[src/rtl/rom_fetch_pkg.sv]
// rom_fetch_pkg: shared widths, state encoding and address helper for the
// two-word instruction fetch unit.
`default_nettype none

package rom_fetch_pkg;

  localparam int WORD_W = 32;
  localparam int HALF_W = 16;
  localparam int PC_W   = 16;
  localparam int MEM_AW = 17;

  localparam logic [2:0] ST_IDLE   = 3'd0;
  localparam logic [2:0] ST_REQ_LO = 3'd1;
  localparam logic [2:0] ST_REQ_HI = 3'd2;
  localparam logic [2:0] ST_WAIT   = 3'd3;
  localparam logic [2:0] ST_DRAIN  = 3'd4;

  typedef enum logic [2:0] {
    IDLE   = ST_IDLE,
    REQ_LO = ST_REQ_LO,
    REQ_HI = ST_REQ_HI,
    WAIT   = ST_WAIT,
    DRAIN  = ST_DRAIN
  } state_e;

  // Each instruction occupies two consecutive memory words: low half first.
  function automatic logic [MEM_AW-1:0] word_addr(input logic [PC_W-1:0] pc,
                                                  input logic            hi);
    return {pc, hi};
  endfunction

endpackage

`default_nettype wire

[src/rtl/rom_fetch_if.sv]
// rom_fetch_if: control-unit and program-memory signals of the fetch unit.
// The fetch unit uses the slave view; its environment uses the master view.
`default_nettype none

interface rom_fetch_if;
  import rom_fetch_pkg::*;

  logic [PC_W-1:0]   romAdd;
  logic              fetchReq;
  logic [WORD_W-1:0] controlWord;
  logic              wordValid;
  logic [MEM_AW-1:0] memAddr;
  logic              memRead;
  logic [HALF_W-1:0] memData;
  logic              memValid;
  logic              busy;

  modport slave (
    input  romAdd, fetchReq, memData, memValid,
    output controlWord, wordValid, memAddr, memRead, busy
  );

  modport master (
    output romAdd, fetchReq, memData, memValid,
    input  controlWord, wordValid, memAddr, memRead, busy
  );

endinterface

`default_nettype wire

[src/rtl/rom_fetch.sv]
// rom_fetch: fetches a 32-bit instruction as two 16-bit memory reads, with a
// one-entry tag for repeat fetches and redirect handling that drains stale reads.
`default_nettype none

module rom_fetch
  import rom_fetch_pkg::*;
#(
  parameter int MAX_OUTSTANDING = 2
) (
  input  logic       CLK,
  input  logic       RST_N,
  rom_fetch_if.slave bus
);

  localparam int OCNT_W = $clog2(MAX_OUTSTANDING + 1);

  state_e              state_q, state_d;
  logic [PC_W-1:0]     pend_addr_q, pend_addr_d;
  logic [PC_W-1:0]     tag_q, tag_d;
  logic                tag_valid_q, tag_valid_d;
  logic                word_valid_q, word_valid_d;
  logic [OCNT_W-1:0]   outstanding_q, outstanding_d;
  logic                got_lo_q, got_lo_d;
  logic                mem_read_q, mem_read_d;
  logic [MEM_AW-1:0]   mem_addr_q, mem_addr_d;
  logic                busy_q, busy_d;
  logic [WORD_W-1:0]   control_word_q, control_word_d;

  logic                resp_ok;
  logic                collect;
  logic                hit;

  always_comb begin
    state_d        = state_q;
    pend_addr_d    = pend_addr_q;
    tag_d          = tag_q;
    tag_valid_d    = tag_valid_q;
    word_valid_d   = word_valid_q;
    got_lo_d       = got_lo_q;
    control_word_d = control_word_q;
    outstanding_d  = outstanding_q;

    // A response only counts when a read is actually in flight.
    resp_ok = bus.memValid && (outstanding_q != '0);
    collect = resp_ok && ((state_q == REQ_HI) || (state_q == WAIT));
    hit     = tag_valid_q && (bus.romAdd == tag_q);

    if (mem_read_q && !resp_ok) begin
      outstanding_d = outstanding_q + 1'b1;
    end else if (!mem_read_q && resp_ok) begin
      outstanding_d = outstanding_q - 1'b1;
    end

    if (collect) begin
      if (!got_lo_q) begin
        control_word_d[HALF_W-1:0] = bus.memData;
        got_lo_d                   = 1'b1;
      end else begin
        control_word_d[WORD_W-1:HALF_W] = bus.memData;
      end
    end

    case (state_q)
      IDLE: begin
        if (bus.fetchReq) begin
          if (hit) begin
            word_valid_d = 1'b1;
          end else begin
            pend_addr_d  = bus.romAdd;
            word_valid_d = 1'b0;
            tag_valid_d  = 1'b0;
            state_d      = REQ_LO;
          end
        end
      end
      REQ_LO: begin
        got_lo_d = 1'b0;
        state_d  = REQ_HI;
      end
      REQ_HI: begin
        state_d = WAIT;
      end
      WAIT: begin
        if (collect && got_lo_q) begin
          tag_d        = pend_addr_q;
          tag_valid_d  = 1'b1;
          word_valid_d = 1'b1;
          state_d      = IDLE;
        end
      end
      DRAIN: begin
        if (outstanding_d == '0) begin
          state_d = REQ_LO;
        end
      end
      default: begin
        state_d = IDLE;
      end
    endcase

    // A redirect overrides any completion in the same cycle.
    if (bus.fetchReq && (state_q != IDLE)) begin
      pend_addr_d  = bus.romAdd;
      tag_d        = tag_q;
      tag_valid_d  = 1'b0;
      word_valid_d = 1'b0;
      state_d      = (outstanding_d != '0) ? DRAIN : REQ_LO;
    end

    // Strobe and address are registered from the next state.
    mem_read_d = (state_d == REQ_LO) || (state_d == REQ_HI);
    mem_addr_d = mem_addr_q;
    if (state_d == REQ_LO) begin
      mem_addr_d = word_addr(pend_addr_d, 1'b0);
    end else if (state_d == REQ_HI) begin
      mem_addr_d = word_addr(pend_addr_d, 1'b1);
    end
    busy_d = (state_d != IDLE);
  end

  always_ff @(posedge CLK or negedge RST_N) begin
    if (!RST_N) begin
      state_q       <= IDLE;
      pend_addr_q   <= '0;
      tag_q         <= '0;
      tag_valid_q   <= 1'b0;
      word_valid_q  <= 1'b0;
      outstanding_q <= '0;
      got_lo_q      <= 1'b0;
      mem_read_q    <= 1'b0;
      mem_addr_q    <= '0;
      busy_q        <= 1'b0;
    end else begin
      state_q       <= state_d;
      pend_addr_q   <= pend_addr_d;
      tag_q         <= tag_d;
      tag_valid_q   <= tag_valid_d;
      word_valid_q  <= word_valid_d;
      outstanding_q <= outstanding_d;
      got_lo_q      <= got_lo_d;
      mem_read_q    <= mem_read_d;
      mem_addr_q    <= mem_addr_d;
      busy_q        <= busy_d;
    end
  end

  always_ff @(posedge CLK or negedge RST_N) begin
    if (!RST_N) begin
      control_word_q <= '0;
    end else begin
      control_word_q <= control_word_d;
    end
  end

  assign bus.controlWord = control_word_q;
  assign bus.wordValid   = word_valid_q;
  assign bus.memAddr     = mem_addr_q;
  assign bus.memRead     = mem_read_q;
  assign bus.busy        = busy_q;

endmodule

`default_nettype wire

[src/flat_wrapper.sv]
// flat-port wrapper written by rule: the top's interface ports become plain ports
module rom_fetch_flat import rom_fetch_pkg::*;
#(
  parameter int MAX_OUTSTANDING = 2
)
  (CLK, RST_N, bus_romAdd, bus_fetchReq, bus_memData, bus_memValid, bus_controlWord, bus_wordValid, bus_memAddr, bus_memRead, bus_busy);
  rom_fetch_if bus_i ();
  input  logic CLK;
  input  logic RST_N;
  input wire logic [$bits(bus_i.romAdd)-1:0] bus_romAdd;
  input wire logic [$bits(bus_i.fetchReq)-1:0] bus_fetchReq;
  input wire logic [$bits(bus_i.memData)-1:0] bus_memData;
  input wire logic [$bits(bus_i.memValid)-1:0] bus_memValid;
  output wire logic [$bits(bus_i.controlWord)-1:0] bus_controlWord;
  output wire logic [$bits(bus_i.wordValid)-1:0] bus_wordValid;
  output wire logic [$bits(bus_i.memAddr)-1:0] bus_memAddr;
  output wire logic [$bits(bus_i.memRead)-1:0] bus_memRead;
  output wire logic [$bits(bus_i.busy)-1:0] bus_busy;
  assign bus_i.romAdd = bus_romAdd;
  assign bus_i.fetchReq = bus_fetchReq;
  assign bus_i.memData = bus_memData;
  assign bus_i.memValid = bus_memValid;
  assign bus_controlWord = bus_i.controlWord;
  assign bus_wordValid = bus_i.wordValid;
  assign bus_memAddr = bus_i.memAddr;
  assign bus_memRead = bus_i.memRead;
  assign bus_busy = bus_i.busy;
  rom_fetch #(.MAX_OUTSTANDING(MAX_OUTSTANDING)) u_core (.CLK(CLK), .RST_N(RST_N), .bus(bus_i));
endmodule
[config.mk]
export PLATFORM = sky130hd
export DESIGN_NAME = rom_fetch_flat
export DESIGN_NICKNAME = d
export VERILOG_FILES = /design/src/rtl/rom_fetch_pkg.sv /design/src/rtl/rom_fetch_if.sv /design/src/rtl/rom_fetch.sv /design/src/flat_wrapper.sv
export SDC_FILE = /design/constraint.sdc
export NUM_CORES = 1
export LEC_CHECK = 0
export CAP_MARGIN = 20
export CORE_MARGIN = 4
export CORE_UTILIZATION = 30
export DETAILED_ROUTE_END_ITERATION = 8
export PLACE_DENSITY = 0.53
export SYNTH_ARGS = -nofsm -noshare
export SYNTH_HDL_FRONTEND = slang
export SYNTH_SLANG_ARGS = --single-unit
[constraint.sdc]
create_clock -name CLK -period 2.4 [get_ports CLK]
set_input_delay 0.24 -clock CLK [delete_from_list [all_inputs] [get_ports CLK]]
set_output_delay 0.24 -clock CLK [all_outputs]
set_load 0.01 [all_outputs]
* Word-level counts from Yosys, hierarchy flattened
Cells that the tools add are included.
Word-level totals: flip-flop bits (word level) 91, output and inout port bits 52, bits of input ports 36
Operators by class: bitwise gates (word level) 2, reduce and logical (&&, ||, !) cells 25, equal/unequal tests 10, add/sub/neg operators 2, multiplexer cells 26
Operators by type and width (number):
- $mux 16 | 4
- $mux 17 | 2
- $mux 3 | 6
- $eq 16x16->1 | 1
- $pmux 3 s5 | 1
- $eq 3x2->1 const B | 3
- $mux 1 | 9
- $reduce_bool 3->1 | 3
- $reduce_bool 2->1 | 4
- $logic_and 1x1->1 | 7
- $eq 3x1->1 const B | 2
- $ne 3x3->1 const B | 2
- $reduce_and 3->1 | 2
- $mux 2 | 2
- $pmux 1 s2 | 2
- $reduce_and 2->1 | 2
- $reduce_and 4->1 | 1
- $eq 3x3->1 const B | 1
- $logic_not 3->1 | 1
- $ne 3x2->1 const B | 1
- $add 2x1->2 const B | 1
- $logic_not 1->1 | 2
- $logic_not 2->1 | 1
- $logic_or 1x1->1 | 2
- other kinds (2) | 3

* Logic depth before layout (Yosys ltp)
word-level depth 12, gate-level depth with buffers 11

* Worst setup path before layout
OpenSTA, ideal clock, no wires.
path type register -> register, from register u_core.outstanding_q[0], to register u_core.mem_addr_q[10], in the netlist u_core.bus.memAddr[10], data arrival time 2.434 ns, cell stages (with the launch flop) 10, clock period less this slack 2.559 ns, path slack -0.159 ns, library setup time 0.125 ns, required time 2.275 ns, cells stage by stage dfrtp_1 inv_1 ha_1 or4b_1 o311a_1 a311o_1 nand3_2 mux2_4 buf_12 mux2_4
Between the ends: word-level cells in the longest chain between the ends 11
RTL lines:
- start, declared | RTL line rom_fetch.sv:22 | logic [OCNT_W-1:0] outstanding_q, outstanding_d;
- start signal, assigned | RTL line rom_fetch.sv:139 | outstanding_q <= outstanding_d;
- parallel branches: the longest is 8 deep, another holds $sub 2x1->2
- $mux 3 * | RTL line rom_fetch.sv:102 | if (bus.fetchReq && (state_q != IDLE)) begin
- via u_core.state_d[0] | RTL line rom_fetch.sv:17 | state_e state_q, state_d;
- $eq 3x1->1 / $eq 3x2->1 (equally long branches) | RTL line rom_fetch.sv:113, rom_fetch.sv:115
- $mux 17 / $reduce_bool 2->1 (equally long branches)
- end signal, assigned | RTL line rom_fetch.sv:142 | mem_addr_q <= mem_addr_d;
- end, declared | RTL line rom_fetch.sv:25 | logic [MEM_AW-1:0] mem_addr_q, mem_addr_d;
Mark *: on every way through the listed nets, which the timed path passes. A chain may end at the register's enable or synchronous reset.

* Worst setup path in the final report
Same ends and word-level chain as after synthesis.

==> impl_metrics.toml <==
[global_routing]
grt_pass1_vias = 2584
grt_first_pass_wirelength_um = 13340
overflow = 0
grt_antenna_before_repair = 0
groute.usage.overall_pct = 11.67
grt_max_degree = 92

[pwr]
seqPwrFrac_pct = 34.7
p_leak_nw = 2.480
peakVddDrop_mv = 0.4195
p_clk_share_pct = 19.6
comb_power_share_pct = 45.7
power_density_nw_per_um2 = 1298
total_power_w = 0.007178
switching_share_pct = 29.58
switching_power_w = 0.002123
p_int_w = 0.005055

[run]
max_cap_viol_count = 0

[worst_setup_path]
path_buf_inv = 4
end_kind = "flop"
crit_chain = "inv_2 -> ha_4 -> buf_4 -> and4b_1 -> a311oi_2 -> buf_4 -> a311o_1 -> nand3_2 -> mux2_4 -> clkbuf_16 -> mux2_4"
rrSetupSlack_ns = -0.26
path_delay_family = "multiplexers"
reg2reg_to = "u_core.bus.memAddr[10]"
slowest_delay_ns = 0.41
startpoint_type = "flop"
crit_cells = 11
critPathKind = "reg2reg"
reg2reg_from = "u_core.outstanding_q[0]"
worstSetupStartpoint = "u_core.outstanding_q[0]"
slowest_stage = "dfrtp_1"
cp.arrival_ns = 2.88
critPathMaxFanout = 7
ff2ff_path_depth = 11
endpoint = "u_core.bus.memAddr[10]"
critPathRequiredTime_ns = 2.61

[finish]
drive_gt1_share_pct = 36.84
finish.instance_area_um2 = 5529
fillers = 1146
nNetsFinal = 413
area_delta_synth_final_pct = 45.51
insertedDiodeCount = 0

[sta]
setup_viol_count_final = 16
post-route-period-util_pct = 111.0
period_minus_slack_ns = 2.663
drv_slew = 0
worst_slack_ns = -0.2633
fmaxAchievable_ghz = 0.3755
rsz0062_at_grt = "true"
relSlewSlack_pct = 66.38
worst_pin_slew_ns = 0.5042
finalHoldViolations = 0
final.setup_skew_ns = 0.007017

[floorplanning]
design.portCount = 88
std_cell_rows = 40
die_h_um = 120.5
start_util_pct = 31.12
die_w_um = 120.5
die_area_um2 = 14530
core_area_um2 = 12210

[synthesis]
seq_area_frac_synth_pct = 59.93
synth_area_leaders = "dfrtp_1 (60%), mux2_2 (21%), mux2_4 (4.0%), xor2_1 (3.5%), nand2_1 (0.99%)"
synthArstFlopShare_pct = 100.0
synth_area_leader_cell = "dfrtp_1"
ys.warnings.count = 0
netlist_area_um2 = 3800
synthFlopType = "dfrtp_1"
synth_edf_count = 0
synth_area_per_cell_um2 = 14.79
synth_top_area_share_pct = 59.93
syn_nets = 294
syn_inst = 257
synth_seq_cells = 91
synth_cell_types = 36

[clock_tree]
cts_root_buffer = "clkbuf_16"
cts_tree = "done"
numCtsBuffers = 9
clock_latency_ns = 0.33
clkSlewWorstSetupHoldPaths_ns = 0.06
numClockSinks = 91
clk_path_buf_depth = 2
ctsHtreeMaxLevel = 3

[status]
violations = "negative setup slack"
status = "finished with violations"

[place]
gp_congestion = 0.7867
postPlaceCellArea_um2 = 5065
hpwl_um = 5670
portBuffers = 87

[routing]
finalWirelength_um = 8568
post_drt_via_cell_ratio = 4.453
post_drt_wl_per_cell_um = 15.64
drt_iter0_markers = 48
drc = 0
num_vias = 2440
dr.pass1.iters = 4
antenna_left = 0

[worst_hold_path]
hold_path.class = "in2async"
## cell usage after synthesis (2+ instances only)
master and n:
a21oi_1 3, buf_2 3, clkbuf_1 6, dfrtp_1 91, inv_1 4, mux2_2 71, mux2_4 10, nand2_1 10
nand3_1 2, nor2_1 6, nor3_1 2, nor4_1 4, o211ai_1 2, o21ai_0 5, xnor2_1 3, xor2_1 15
## power groups by stage
stage,registers (W),clock network (W),logic [W]
2_1_floorplan,0.00263,0,0.00138
3_3_place_gp,0.00250,0,0.00282
3_5_place_dp,0.00251,0,0.00286
4_1_cts,0.00249,0.00146,0.00306
5_1_grt,0.00257,0.00152,0.00351
6_report,0.00249,0.00141,0.00328
## layout make-up
type	instances	area, um^2	area share (%)
Sequential cell	91	2277	41.19
Multi-Input combinational cell	152	1544	27.92
Timing Repair Buffer	118	1187	21.48
Clock buffer	13	260.3	4.707
Tap cell	168	210.2	3.802
Clock inverter	2	35.03	0.6336
Inverter	4	15.01	0.2716
## state kept, by name, summed over array words and instances (netlist names), 2 cells and up
signal                  count
u_core.tag_q               16
u_core.pend_addr_q         16
u_core.outstanding_q        2
u_core.bus.memAddr         17
u_core.bus.controlWord     32
u_core.state_q              3
## timing repair
action	in CTS	in global routing
endpoints found under the hold margin	91	0
setup buffers	5	1
pin swaps	1	3
gates resized for setup	4	13
cloned	0	1
setup endpoints to repair	33	32
hold buffers	1	0
## kinds of logic (layout without fill, tap and decap cells)
kind of cell	after synthesis	after routing	synth area share (%)
flip-flops	91	91	59.93
multiplexers	81	81	24.99
AND/OR/NAND/NOR	33	33	5.038
AO/OA/AOI/OAI	19	19	3.655
XOR/XNOR	18	18	4.149
buffers and inverters	14	137	1.910
adder cells (fa/ha/maj)	1	1	0.3292
## through the flow
stage          setup WS [ns]  TNS, ns  hold WS (ns)  utilization, %  instances
2_1_floorplan        -0.1103  -0.9930      -0.05559               -        257
3_3_place_gp         -0.3965   -6.881        0.3315           41.48        525
3_5_place_dp         -0.4516   -7.224        0.3378           41.48        525
4_1_cts              -0.2056   -2.901        0.4988           44.54        546
5_1_grt              -0.3666   -5.858        0.5144           45.28        548
6_report             -0.2633   -3.957        0.4723           45.28        548
## per-layer routing
metal | global-route usage, % | wire (um)
met1 | 15.18 | 3931
met2 | 18.93 | 4250
met3 | 2.245 | 250
met4 | 5.170 | 136
met5 | 0 | 0
## tightest hold or removal path: cells and delay by family
family,cells,cell delay (ns)
buf+inv,3,1.00
## placed cells by master (no fill, tap or decap), drive strengths merged, types with 2 or more instances in the layout
master / count
nor2: 6
o21ai: 6
buf: 30
xor2: 15
mux2: 81
clkbuf: 14
nand3: 3
dfrtp: 91
xnor2: 3
clkdlybuf4s50: 86
nor4: 4
a311oi: 2
inv: 4
nor3: 2
nand2: 10
o211ai: 2
a21oi: 3
## how the worst min path moves through the flow
stage	start	end	slack [ns]	cells after the start
finish	RST_N	u_core.bus.memAddr[7]	0.47	3
global route	u_core.tag_valid_q	u_core.tag_valid_q	0.51	1
CTS	u_core.pend_addr_q[9]	u_core.tag_q[9]	0.50	1
detailed placement	RST_N	u_core.pend_addr_q[1]	0.34	2
global placement	RST_N	u_core.bus.memAddr[2]	0.33	2
floorplan	RST_N	u_core.bus.busy	-0.06	0
Note: power is estimated with default switching activity, not from simulation.
